[config.mk]
export PLATFORM = sky130hd
export DESIGN_NAME = alu_issue_unit
export DESIGN_NICKNAME = d
export VERILOG_FILES = /design/src/rtl/alu_issue_unit.sv
export SDC_FILE = /design/constraint.sdc
export NUM_CORES = 1
export LEC_CHECK = 0
export CAP_MARGIN = 5
export CORE_UTILIZATION = 50
export DETAILED_ROUTE_END_ITERATION = 7
export PLACE_DENSITY = 0.69
export SYNTH_ARGS = -nofsm -noshare
export SYNTH_HDL_FRONTEND = slang
export SYNTH_SLANG_ARGS = --single-unit
[constraint.sdc]
create_clock -name clk -period 8.95 [get_ports clk]
set_input_delay 2.685 -clock clk [delete_from_list [all_inputs] [get_ports clk]]
set_output_delay 2.685 -clock clk [all_outputs]
set_load 0.05 [all_outputs]
[src/rtl/alu_issue_unit.sv]
// alu_issue_unit
//   Issue/writeback stage around a 16-bit combinational ALU. Takes one
//   instruction at a time over a valid/ready handshake. It reads the operands
//   from an internal 16x16 register file. It presents the operands to the ALU
//   one cycle before the control code changes, holds the control code for
//   EXEC_CYCLES cycles, and then writes the result back to the register file.
//
// Ports
//   clk, rst_n           clock (rising edge), async active-low reset
//   in_valid/in_ready    instruction handshake; ready only in IDLE
//   in_instr             [15:12] op, [11:8] rd, [7:4] rs, [3:0] rt / [7:0] imm8
//   alu_ctrl/a/b         registered drive to the ALU
//   alu_result           ALU output, sampled at the end of WB
//   busy, retire         status; retire pulses during WB of a retiring instr
//   retire_cnt           wrapping count of retired instructions
//   err                  sticky illegal-opcode flag
//   dbg_addr/dbg_data    combinational register-file read port
module alu_issue_unit #(
    parameter int DATA_W      = 16,
    parameter int EXEC_CYCLES = 1
) (
    input  logic              clk,
    input  logic              rst_n,
    input  logic              in_valid,
    output logic              in_ready,
    input  logic [15:0]       in_instr,
    output logic [3:0]        alu_ctrl,
    output logic [DATA_W-1:0] alu_a,
    output logic [DATA_W-1:0] alu_b,
    input  logic [DATA_W-1:0] alu_result,
    output logic              busy,
    output logic              retire,
    output logic [15:0]       retire_cnt,
    output logic              err,
    input  logic [3:0]        dbg_addr,
    output logic [DATA_W-1:0] dbg_data
);

    typedef enum logic [1:0] {IDLE, SETTLE, EXEC, WB} state_t;

    state_t            state, state_nxt;
    logic [15:0]       instr;
    logic [3:0]        exec_cnt;
    logic [DATA_W-1:0] rf [16];

    logic [3:0]        op, rd;
    logic              is_alu, is_ldi, is_ill, wb_we;
    logic [DATA_W-1:0] wb_data;

    assign op     = instr[15:12];
    assign rd     = instr[11:8];
    assign is_ldi = (op == 4'hE);
    assign is_ill = (op == 4'hF);
    assign is_alu = (op != 4'h0) && !is_ldi && !is_ill;

    // A write to r0 is dropped here, so r0 keeps its reset value of zero.
    assign wb_we   = (state == WB) && (is_alu || is_ldi) && (rd != 4'h0);
    assign wb_data = is_ldi ? DATA_W'(instr[7:0]) : alu_result;

    assign in_ready = (state == IDLE);
    assign busy     = (state != IDLE);
    assign retire   = (state == WB) && !is_ill;
    assign dbg_data = rf[dbg_addr];

    always_comb begin
        state_nxt = state;
        case (state)
            IDLE:    if (in_valid) state_nxt = SETTLE;
            SETTLE:  state_nxt = EXEC;
            EXEC:    if (exec_cnt == 4'd0) state_nxt = WB;
            WB:      state_nxt = IDLE;
            default: state_nxt = IDLE;
        endcase
    end

    always_ff @(posedge clk or negedge rst_n) begin
        if (!rst_n) begin
            state      <= IDLE;
            instr      <= '0;
            exec_cnt   <= '0;
            alu_ctrl   <= 4'b0000;
            alu_a      <= '0;
            alu_b      <= '0;
            retire_cnt <= '0;
            err        <= 1'b0;
            for (int i = 0; i < 16; i++) rf[i] <= '0;
        end else begin
            state <= state_nxt;
            case (state)
                IDLE: if (in_valid) begin
                    // Operands come straight from the incoming fields, so they
                    // reflect any write completed on the previous WB edge.
                    instr <= in_instr;
                    alu_a <= rf[in_instr[7:4]];
                    alu_b <= rf[in_instr[3:0]];
                end
                SETTLE: begin
                    // Operands have now been stable for a full cycle.
                    if (is_alu) alu_ctrl <= op;
                    exec_cnt <= 4'(EXEC_CYCLES - 1);
                end
                EXEC: if (exec_cnt != 4'd0) exec_cnt <= exec_cnt - 4'd1;
                WB: begin
                    // Return to 0000 so back-to-back identical ops still give
                    // the ALU a control transition.
                    alu_ctrl <= 4'b0000;
                    if (is_ill) err <= 1'b1;
                    else        retire_cnt <= retire_cnt + 16'd1;
                    if (wb_we)  rf[rd] <= wb_data;
                end
                default: ;
            endcase
        end
    end

endmodule

==> results by stage, run 1 <==
Outcome:
- The flow ran to the end, and the final reports show no timing, DRC or antenna violations.

Placed design:
- The HPWL reported at the end of detailed placement is 34.4 mm.
- The placed instances occupy a cell area of 0.0197 mm².
- The routability-driven placement congestion ratio is around 0.90.
- The count of buffers inserted at the top-level ports is 110.
- Once placement completed, the tool counted placed cells totaling 2231.

Logic synthesis:
- Synthesis inferred 331 register bits.
- The synthesized area is 0.0185 mm².
- The synthesized instance count is 1792.
- The synthesized design contains 0 enable-type register cells.
- The flip-flop cell with the highest count after synthesis is sky130_fd_sc_hd__dfrtp_1.
- The synthesized netlist contains 47 unique library cells.
- After synthesis, flip-flops and latches occupy 44.8% of the total area.
- The share of synthesized registers carrying an async set or reset is 100%.
- The count of yosys warnings during synthesis is 0.
- The synthesized area per cell is 10.3 µm².
- The number of nets in the synthesized netlist is 1838.

Clock network:
- The cell chosen for the clock root is sky130_fd_sc_hd__clkbuf_16.
- The maximum level of the CTS H-tree is 2.
- The post-CTS clock slew at the launch and capture registers of the worst setup and hold paths is approximately 60 ps.
- TritonCTS created 38 clock buffers.
- Counting along the longest clock path gives a buffer depth of 3.
- The CTS tree is built.
- Post-CTS timing repair inserted 0 buffers for setup.
- The later-pin clock latency in the skew report is ~540 ps.
- The clock net in this run drives a total of 331 sinks.
- After clock tree synthesis, the flow added hold-fix buffers numbering 0.
- Post-CTS repair changed the size of 0 cells.

Worst setup path:
- The most numerous cell on the critical path is sky130_fd_sc_hd__mux4_2.
- Data on the critical path is required at its endpoint by 6270 ps.
- The endpoint of the worst-slack reg-to-reg timing path is rf[108]$_DFFE_PN0P_.
- The worst setup path is captured at an output port.
- The total buffers and inverters traversed by the critical path is 3.
- The category of cells accounting for the largest share of critical-path delay is buffers and inverters.
- STA classifies the critical path startpoint as an input port.
- On the worst path, the slowest cell contributes a delay of 770 ps.
- In this run the worst path has a maximum fanout of 24.
- The start-to-end type of the worst setup path is input port to output port.
- In this run the critical register-to-register path is launched from state[0]$_DFFE_PN0P_.
- Traced cell by cell, the critical path runs through buf_2 -> buf_4 -> mux4_2 -> mux4_2 -> clkdlybuf4s50_1.
- The worst setup slack for register-to-register paths is 6030 ps.
- The slowest stage of the critical path belongs to the cell sky130_fd_sc_hd__clkdlybuf4s50_1.
- The worst-case reg-to-reg path depth is 3.
- STA puts the critical path data arrival time at 5360 ps.

Timing:
- The final worst-path cycle share is 89.9%.
- Counting I/O delays and the setup requirement, the final critical path takes 8040 ps.
- Setup violations remaining at the end of the flow were counted as 0.
- Setup repair after global routing left no endpoint under its margin.
- After routing, the total negative slack on setup checks comes to 0 ps.
- The number of pins with negative max-slew slack in the final report came to 0.
- The maximum clock frequency is about 120 MHz.
- The final hold violation count was 0.
- For the pin with the worst max-slew slack, the measured transition is ~1200 ps.
- On the final layout, the worst clock skew is about 15 ps.
- The worst pin sits at a relative slew slack of 16.8%.

Floorplanning:
- The die area is 0.0378 mm².
- After floorplanning, the core was sized to cover 0.0365 mm².
- The floorplan row count is 70.
- Once the floorplan was initialized, standard cells occupied 50.6% of the core.
- Pin placement for this block handled 111 I/O pins.
- From bottom edge to top edge, the die measures 194 µm.
- The horizontal die dimension is 194 µm.

Global routing:
- The number of antenna violations at the first check in global routing came to 1.
- The number of global-route vias before repair was 14700.
- Summed over all layers, the global routing overflow is 0.
- The overall global routing resource usage is 31.3%.
- The wire length of the first global-routing pass is 89.7 mm.
- The pin count of the biggest net entering global routing is 170.

Final layout:
- The final layout net count is ~1800.
- The fraction of the core area covered by cells at the end of the flow is 57.4%.
- 0 antenna diodes ended up in the layout.
- After routing the design area is roughly 0.021 mm².
- After the flow finishes, the layout carries non-filler instances totaling 2299.
- The leading cell type in the layout, fill and taps excluded is sky130_fd_sc_hd__nand2_1.
- The post-synthesis to final-layout area growth is 13.5%.
- After filler insertion, the fill cell instance count of the layout stands at 3106.
- In the layout the commonest cells are 397 x sky130_fd_sc_hd__nand2_1, 331 x sky130_fd_sc_hd__dfrtp_1, 235 x sky130_fd_sc_hd__mux2i_1.
- In the final layout, the share of cells above drive strength 1 is ~12%.

Route:
- Dividing the detail-routed wire length by the instance count gives 25.5 µm.
- The post-route DRC violation count is 0.
- The detailed-routing iteration count for the pre-antenna-repair pass is 5.
- The via count is ~15000.
- The count of nets left with antenna violations once routing finished came out at 0.
- The routed wire length is 58.5 mm.
- The average via count per standard cell is 6.55.
- After the first detailed-routing iteration, the DRC count stood at 1684.

Power and ir drop:
- In this run the power density over the cells is 338 mW/mm².
- The static leakage is approximately 9.5 nW.
- Across the VDD grid, the largest voltage drop is 0.295 mV.

Hold path:
- The startpoint identified for the worst hold timing path is rf[244]$_DFFE_PN0P_.
- The worst hold path was traced through 0 stages.
- For hold timing, the worst endpoint is rf[244]$_DFFE_PN0P_.
- The min-delay analysis places its worst path in the category register to register.

Job:
- The reported max-cap violation count is 0.
-- kinds of logic (layout without fill, tap and decap cells) --
group                      Yosys count  in the layout  share of synthesized area (%)
and+or+nand+nor                    551            551                           13.5
AOI/OAI and AO/OA                  367            367                           11.1
muxes                              334            334                           24.6
DFF                                331            331                           44.8
buffers and inverters              187            226                           4.80
xor gates and xnor gates            15             15                          0.711
adders and majority gates            7              7                          0.474
-- state kept, by name, indices dropped and copies added (netlist names) --
name / cells
rf: 256
alu_ctrl: 4
state: 2
retire_cnt: 16
alu_a: 16
exec_cnt: 4
err: 1
instr: 16
alu_b: 16
-- area by class of cell --
class / count / area, µm² / area share [%]
clock buffers: 56 / 1150 / 5.49
multi-input cells: 1274 / 9350 / 44.6
repair buffers: 150 / 1430 / 6.80
clock inverters: 12 / 151 / 0.722
well taps: 468 / 586 / 2.79
flip-flops and latches: 331 / 8280 / 39.5
inverters: 8 / 30.0 / 0.143
-- worst max-delay path by stage --
stage	start	to	cells past startpoint
floorplan	dbg_addr[1]	dbg_data[0]	4
global placement	dbg_addr[0]	dbg_data[14]	5
detailed placement	dbg_addr[1]	dbg_data[12]	5
CTS	dbg_addr[1]	dbg_data[12]	5
global route	dbg_addr[0]	dbg_data[14]	5
finish	dbg_addr[1]	dbg_data[12]	5
-- metrics by stage --
| stage | power, W | setup slack [ps] | hold WS (ps) |
|---|---|---|---|
| floorplan | 0.00451 | 1970 | 445 |
| global placement | 0.00533 | 1040 | 412 |
| detailed placement | 0.00543 | 972 | 415 |
| CTS | 0.00707 | 958 | 424 |
| global route | 0.00746 | 903 | 440 |
| finish | 0.00709 | 908 | 424 |
-- power by group --
group | internal [W] | switching, W | total (W)
Sequential | 0.00213 | 0.000739 | 0.00287
Clock | 0.000981 | 0.000642 | 0.00162
Combinational | 0.00111 | 0.00149 | 0.00260
-- cell usage after synthesis (6+ instances only) --
master                     number  share of area, %
sky130_fd_sc_hd__mux2i_1      235                13
sky130_fd_sc_hd__ha_1           7              0.47
sky130_fd_sc_hd__nor2_1         8              0.16
sky130_fd_sc_hd__xnor2_1       12              0.57
sky130_fd_sc_hd__buf_2         56               1.5
sky130_fd_sc_hd__mux4_2        94                11
sky130_fd_sc_hd__nand4_1       54               1.8
sky130_fd_sc_hd__nand3_1       43               1.2
sky130_fd_sc_hd__o21ai_0      228               6.2
sky130_fd_sc_hd__buf_1         13              0.26
sky130_fd_sc_hd__clkbuf_2      11              0.30
sky130_fd_sc_hd__nand2_1      398               8.1
sky130_fd_sc_hd__and4_1         6              0.28
sky130_fd_sc_hd__a22oi_1       63               2.6
sky130_fd_sc_hd__nand4_2        8              0.54
sky130_fd_sc_hd__buf_4         23              0.93
sky130_fd_sc_hd__a31oi_1        6              0.20
sky130_fd_sc_hd__dfrtp_1      331                45
sky130_fd_sc_hd__clkbuf_1      74               1.5
sky130_fd_sc_hd__inv_1          8              0.16
sky130_fd_sc_hd__a21oi_1       36              0.97
sky130_fd_sc_hd__o21ai_1       19              0.51
-- routing by layer --
| layer | GRT usage [%] | wire, µm | vias to the layer above |
|---|---|---|---|
| met5 | 0 | 0 | - |
| met4 | 11.1 | 1910 | 0 |
| met3 | 6.32 | 5600 | 155 |
| met2 | 49.1 | 27000 | 874 |
| met1 | 43.2 | 24000 | 7534 |
| li1 | - | - | 6490 |
(Power assumes the default switching activity.)
==> inputs of run 2 (changes only) <==
--- a/config.mk
+++ b/config.mk
@@ -6,6 +6,7 @@
 export NUM_CORES = 1
 export LEC_CHECK = 0
 export CAP_MARGIN = 5
+export CORE_MARGIN = 3
 export CORE_UTILIZATION = 50
 export DETAILED_ROUTE_END_ITERATION = 7
 export PLACE_DENSITY = 0.69
==> run 2 against run 1 <==
  * Die area up 4.2%
  * Fmax increased by 0.55%
  * Worst setup slack better by 44 ps
  * First-iteration DRC count shrank 2.3%
  * Flip-flop and latch count stayed put
  * Via count down 0.91%
  * Combinational power about the same
  * Design area down 0.66%
  * Largest cell class unchanged
==> results by stage, run 2 (same netlist as run 1, synthesis figures left out) <==
Worst setup path:
- STA classifies the critical path startpoint as an input port.
- In this design, the largest share of critical-path delay is due to buffers and inverters.
- The start-to-end type of the worst setup path is input port to output port.
- The total buffers and inverters traversed by the critical path is 3 (unchanged).
- STA classifies the critical path endpoint as an output port.
- Among all stages on the critical path, the largest delay is contributed by sky130_fd_sc_hd__clkdlybuf4s50_1.
- The maximum net fanout on the critical path is 29 (+21%).
- The cell depth of the worst setup path is 5 (unchanged).
- Walking the worst path, the cells encountered are buf_4 -> buf_4 -> mux4_2 -> mux4_2 -> clkdlybuf4s50_1.
- The worst-case reg-to-reg path depth is 5 (+2).
- The arrival time of the worst setup path came to 5310 ps (-50 ps).
- The required time reported for the critical path endpoint is 6270 ps (about the same).
- The delay of the slowest cell on the worst path came to 760 ps (about the same).

Clock network:
- The post-CTS clock slew at the launch and capture registers of the worst setup and hold paths was 60 ps (about the same).
- The cell chosen for the clock root is sky130_fd_sc_hd__clkbuf_16.
- The maximum level of the CTS H-tree was 2 (unchanged).
- The total clock buffers created by CTS came to 37 (-2.6%).
- The clock sink count came to 331 (unchanged).
- The number of cells upsized or downsized after cts came to 0 (unchanged).
- The buffer count from post-CTS setup fixing is 0 (unchanged).
- The number of buffers added to fix hold violations after cts is 0 (unchanged).
- The later-pin clock latency in the skew report was 520 ps (-20 ps).
- TritonCTS built the clock tree.
- The number of buffers on the longest clock path came to 3 (unchanged).

Power and ir drop:
- The static leakage came to 9.42 nW (-0.64%).
- The peak supply drop is 0.367 mV (+25%).
- The total power of the final layout is 0.00691 W (-2.5%).
- The power per standard cell area is 331 mW/mm² (-1.9%).

Global routing:
- The number of global-route vias before repair was 14400 (-1.8%).
- The pin count of the biggest net entering global routing is 163 (-4.1%).
- The remaining global-route overflow is 0 (unchanged).
- The overall global routing resource usage came to 29.7% (-1.5 points).
- The number of antenna violations at the first check in global routing is 0 (-1).
- The wire length of the first global-routing pass was 88.9 mm (-0.93%).

Floorplanning:
- The floorplan row count was 69 (-1.4%).
- The core region area is 0.0360 mm² (-1.4%).
- The floorplan die height was 198 µm (+2.1%).
- The die area is 0.0393 mm² (+4.2%).
- The horizontal die dimension was 198 µm (+2.1%).
- The starting density of the core was 51.4% (+0.73 points).
- The I/O pin total came to 111 (unchanged).

Route:
- The number of violations reported at the end of detailed-routing iteration 0 is 1645 (-2.3%).
- The average via count per standard cell is 6.52 (-0.39%).
- The routed wire length is 58.3 mm (-0.36%).
- The detailed-routing iteration count for the pre-antenna-repair pass came to 6 (+1).
- The via count is 14900 (-0.91%).
- The post-detailed-route count of antenna-violating nets is 0 (unchanged).
- The post-route DRC violation count is 0 (unchanged).
- The routed length per instance was 25.5 µm (+0.17%).

Timing:
- The final hold violation count is 0 (unchanged).
- The final critical-path required period is 8000 ps (-44.2 ps).
- The number of pins with negative max-slew slack in the final report came to 0 (unchanged).
- The final worst-path cycle share is 89.4% (-0.49 points).
- The relative slew slack is 19.6% (+2.9 points).
- The maximum clock frequency was 125 MHz (+0.55%).
- The total negative setup slack is 0 ps (unchanged).
- The worst clock skew is 9.45 ps (-5.85 ps).
- The worst-margin pin slew is 1170 ps (-41.6 ps).
- Setup repair after global routing left no endpoint under its margin.
- The final count of negative-setup-slack endpoints came to 0 (unchanged).
- The worst hold margin is 424 ps (+0.314 ps).

Placed design:
- The count of buffers inserted at the top-level ports is 110 (unchanged).
- The post-placement cell count is 2227 (-0.18%).
- The routability-driven placement congestion ratio was 0.891 (-0.75%).
- The HPWL reported at the end of detailed placement is 34.3 mm (-0.40%).

Final layout:
- The post-synthesis to final-layout area growth is 12.7%.
- The final layout net count is 1851 (+0.11%).
- The leading cell type in the layout, fill and taps excluded is sky130_fd_sc_hd__nand2_1.
- The count of non-filler cells in the finished layout is 2287 (-0.52%).
- The fraction of final layout cells with drive strength greater than 1 is 12.2% (-0.076 points).
- The fraction of the core area covered by cells at the end of the flow was 57.9% (+0.45 points).
- The number of flip-flops in the largest register came to 256 (unchanged).
- The register with the most flip-flops in the final layout is rf.
- In the layout the commonest cells are 397 x sky130_fd_sc_hd__nand2_1, 331 x sky130_fd_sc_hd__dfrtp_1, 235 x sky130_fd_sc_hd__mux2i_1.
- The number of antenna repair diodes is 0 (unchanged).

Hold path:
- The worst hold-check path type is register to register.
- The instance count along the most critical hold path is 0 (unchanged).

Job:
- The reported max-cap violation count came to 0 (unchanged).

Outcome:
- The flow ran to the end, and the final reports show no timing, DRC or antenna violations.
run 2: cell types whose count changed in the layout (fill, tap and decap cells not counted), moves of 2 or more:
cell                        before  now
sky130_fd_sc_hd__clkbuf_16      41   37
sky130_fd_sc_hd__clkbuf_1        8    5
sky130_fd_sc_hd__clkinv_2        4    7
sky130_fd_sc_hd__clkinv_4        3    0
sky130_fd_sc_hd__buf_4          39   41
run 2: per-layer routing:
| layer | vias to the layer above | global-route usage (%) | routed length, µm |
|---|---|---|---|
| met5 | - | 0 | 0 |
| met4 | 0 | 10.2 | 2100 |
| met3 | 160 | 6.58 | 5950 |
| met2 | 825 | 45.6 | 26500 |
| met1 | 7431 | 42.1 | 23800 |
| li1 | 6500 | - | - |
run 2: worst reg2reg max path: cells and delay by family (launching register included):
| kind | cells | cell delay (ps) |
|---|---|---|
| buffers and inverters | 1 | 560 |
| flip-flops | 1 | 420 |
| AO/OA/AOI/OAI | 1 | 70 |
| AND/OR/NAND/NOR | 3 | 1780 |
run 2: stage by stage:
step	instance area (µm²)	setup slack, ps
2_1_floorplan	18500	1970
3_3_place_gp	19700	950
3_5_place_dp	19700	910
4_1_cts	20800	911
5_1_grt	20800	822
6_report	20800	952
run 2: area by class of cell:
cell class / count / area [µm²]
Sequential cell: 331 / 8280
Clock inverter: 12 / 118
Multi-Input combinational cell: 1274 / 9350
Timing Repair Buffer: 153 / 1460
Tap cell: 461 / 577
Inverter: 8 / 30.0
Fill cell: 3032 / 15200
Clock buffer: 48 / 1030
run 2: final timing paths:
| check | slack, ps | start | to |
|---|---|---|---|
| max in group asynchronous | 5200 | rst_n | instr[7]$_DFFE_PN0P_ |
| worst max register to register | 5940 | instr[13]$_DFFE_PN0P_ | rf[18]$_DFFE_PN0P_ |
| worst min register to register | 420 | rf[246]$_DFFE_PN0P_ | rf[246]$_DFFE_PN0P_ |
| worst min-delay path | 420 | rf[246]$_DFFE_PN0P_ | rf[246]$_DFFE_PN0P_ |
| min in group asynchronous | 2160 | rst_n | rf[243]$_DFFE_PN0P_ |
| worst max-delay path | 950 | dbg_addr[0] | dbg_data[6] |
run 2: where the power goes:
group	internal, W	switching, W	leakage (nW)
Sequential	0.00213	0.000719	3.67
Combinational	0.00111	0.00148	5.19
Clock	0.000861	0.000609	0.561
Total	0.00410	0.00281	9.42
==> RTL change, RTL diff (config.mk and constraints of run 1) <==
Encoding of `state_t`: now one-hot (4 bits for 4 states).
--- a/src/rtl/alu_issue_unit.sv
+++ b/src/rtl/alu_issue_unit.sv
@@ -36,7 +36,7 @@
     output logic [DATA_W-1:0] dbg_data
 );
 
-    typedef enum logic [1:0] {IDLE, SETTLE, EXEC, WB} state_t;
+    typedef enum logic [3:0] {IDLE = 4'b0001, SETTLE = 4'b0010, EXEC = 4'b0100, WB = 4'b1000} state_t;
 
     state_t            state, state_nxt;
     logic [15:0]       instr;
Function: no difference found for any inputs over 4 cycles, from zero or initial values and one cycle with rst_n low; so few cycles prove little.
==> RTL change against run 1 <==
  * The run now ends with DRC left
  * Setup slack improved by 63 ps
  * Final area rose by 0.35%
  * Wire length fell by 13%
  * Count of clock-buffer cells in the layout fell by 1
  * Register-to-register slack got worse by 150 ps
  * Highest routed layer unchanged
  * Sequential cell count rose by 2
  * Synthesized area fell by 1.1%
Power is not compared: it rests on default switching activity, and its combinational part moved more than twofold at a synthesized area within 25%.
==> RTL change: results (changes against run 1) <==
FF+latch count: 333 (+0.60%)
FILL cells: 2772 (-11%)
Clock Skew: 22.6 ps (+7.27 ps)
DP Cell Count: 1701 (-24%)
Placed Area: 19700 um^2 (+0.24%)
CTS Buf Count: 39 (+2.6%)
Nets: 1323 (-28%)
M2 GR Usage: 46.3% (-2.9 points)
Status: finished with violations
Routability-driven placement congestion ratio: 0.815 (-9.3%)
1st-iter DRT viols: 959 (-43%)
Top cells by area, synth: dfrtp_1, mux4_2, mux2_2
Count of non-CTS buffers in the layout: 137 (-8.7%)
Origin of the critical flop-to-flop path: state[1]
Worst Max-Slew Pin Slew: 1230 ps (+19.8 ps)
Hpwl dp: 29.8 mm (-13%)
DRC: 8 (+8)
Total Routing Usage GR: 28.1% (-3.1 points)
Antenna cell count: 1 (+1)
Synth Area in Compound Gates: 3.28% (-7.8 points)
Critical Path Fanout Max: 25 (+4.2%)
Layout area overhead: 15.1%
Clkbuf count: 55 (-1.8%)
Mapped Cells: 1227 (-32%)
Inverters: 9 (+1)
Mapped Area: 18300 um^2 (-1.1%)
Pwr Total: 4.51 mW
Total Wirelength: 51.1 mm (-13%)
Met3 usage: 5.18% (-1.1 points)
Post-synth top cells: dfrtp_1, mux2_2, mux4_2
Share of cells above drive strength 1: 44.1% (+32 points)
Multi-input combinational area share: 45.0% (+0.41 points)
Multiplexer share of the synthesized area: 42.9% (+18 points)
Failing checks: DRC
Register area share after synthesis: 45.6% (+0.78 points)
Per-cell routed wire length: 28.9 um (+14%)
ClkCell Share: 6.31% (+0.091 points)
Grt met1 use: 37.3% (-5.9 points)
Vias in the first global route: 12286 (-16%)
Synth Area in XOR/XNOR: 0.814% (+0.10 points)
## RTL change: changes by cell type in the layout (fill, tap and decap cells not counted), moves of 25 or more
| cell | delta |
|---|---|
| nand2_1 | -337 |
| o22ai_1 | +46 |
| a22oi_1 | -56 |
| mux2i_1 | -225 |
| o21ai_0 | -218 |
| nand3_1 | -25 |
| nand4_1 | -45 |
| mux2_2 | +247 |
| mux4_2 | +113 |
## RTL change: path summary, 6_finish.rpt
| path | endpoint | slack (ps) | cells after the start |
|---|---|---|---|
| min in group asynchronous | retire_cnt[12] | 2110 | 1 |
| max | dbg_data[0] | 970 | 5 |
| min reg2reg | rf[241] | 420 | 0 |
| max in group asynchronous | rf[120] | 5370 | 2 |
| min | rf[241] | 420 | 0 |
| max reg2reg | rf[75] | 5880 | 4 |
## RTL change: metal layers
| layer | share of wire, % | wire length [um] |
|---|---|---|
| met2 | 50 | 25500 |
| met3 | 7.2 | 3670 |
| met5 | 0 | 0 |
| met1 | 39 | 20100 |
| met4 | 3.7 | 1900 |
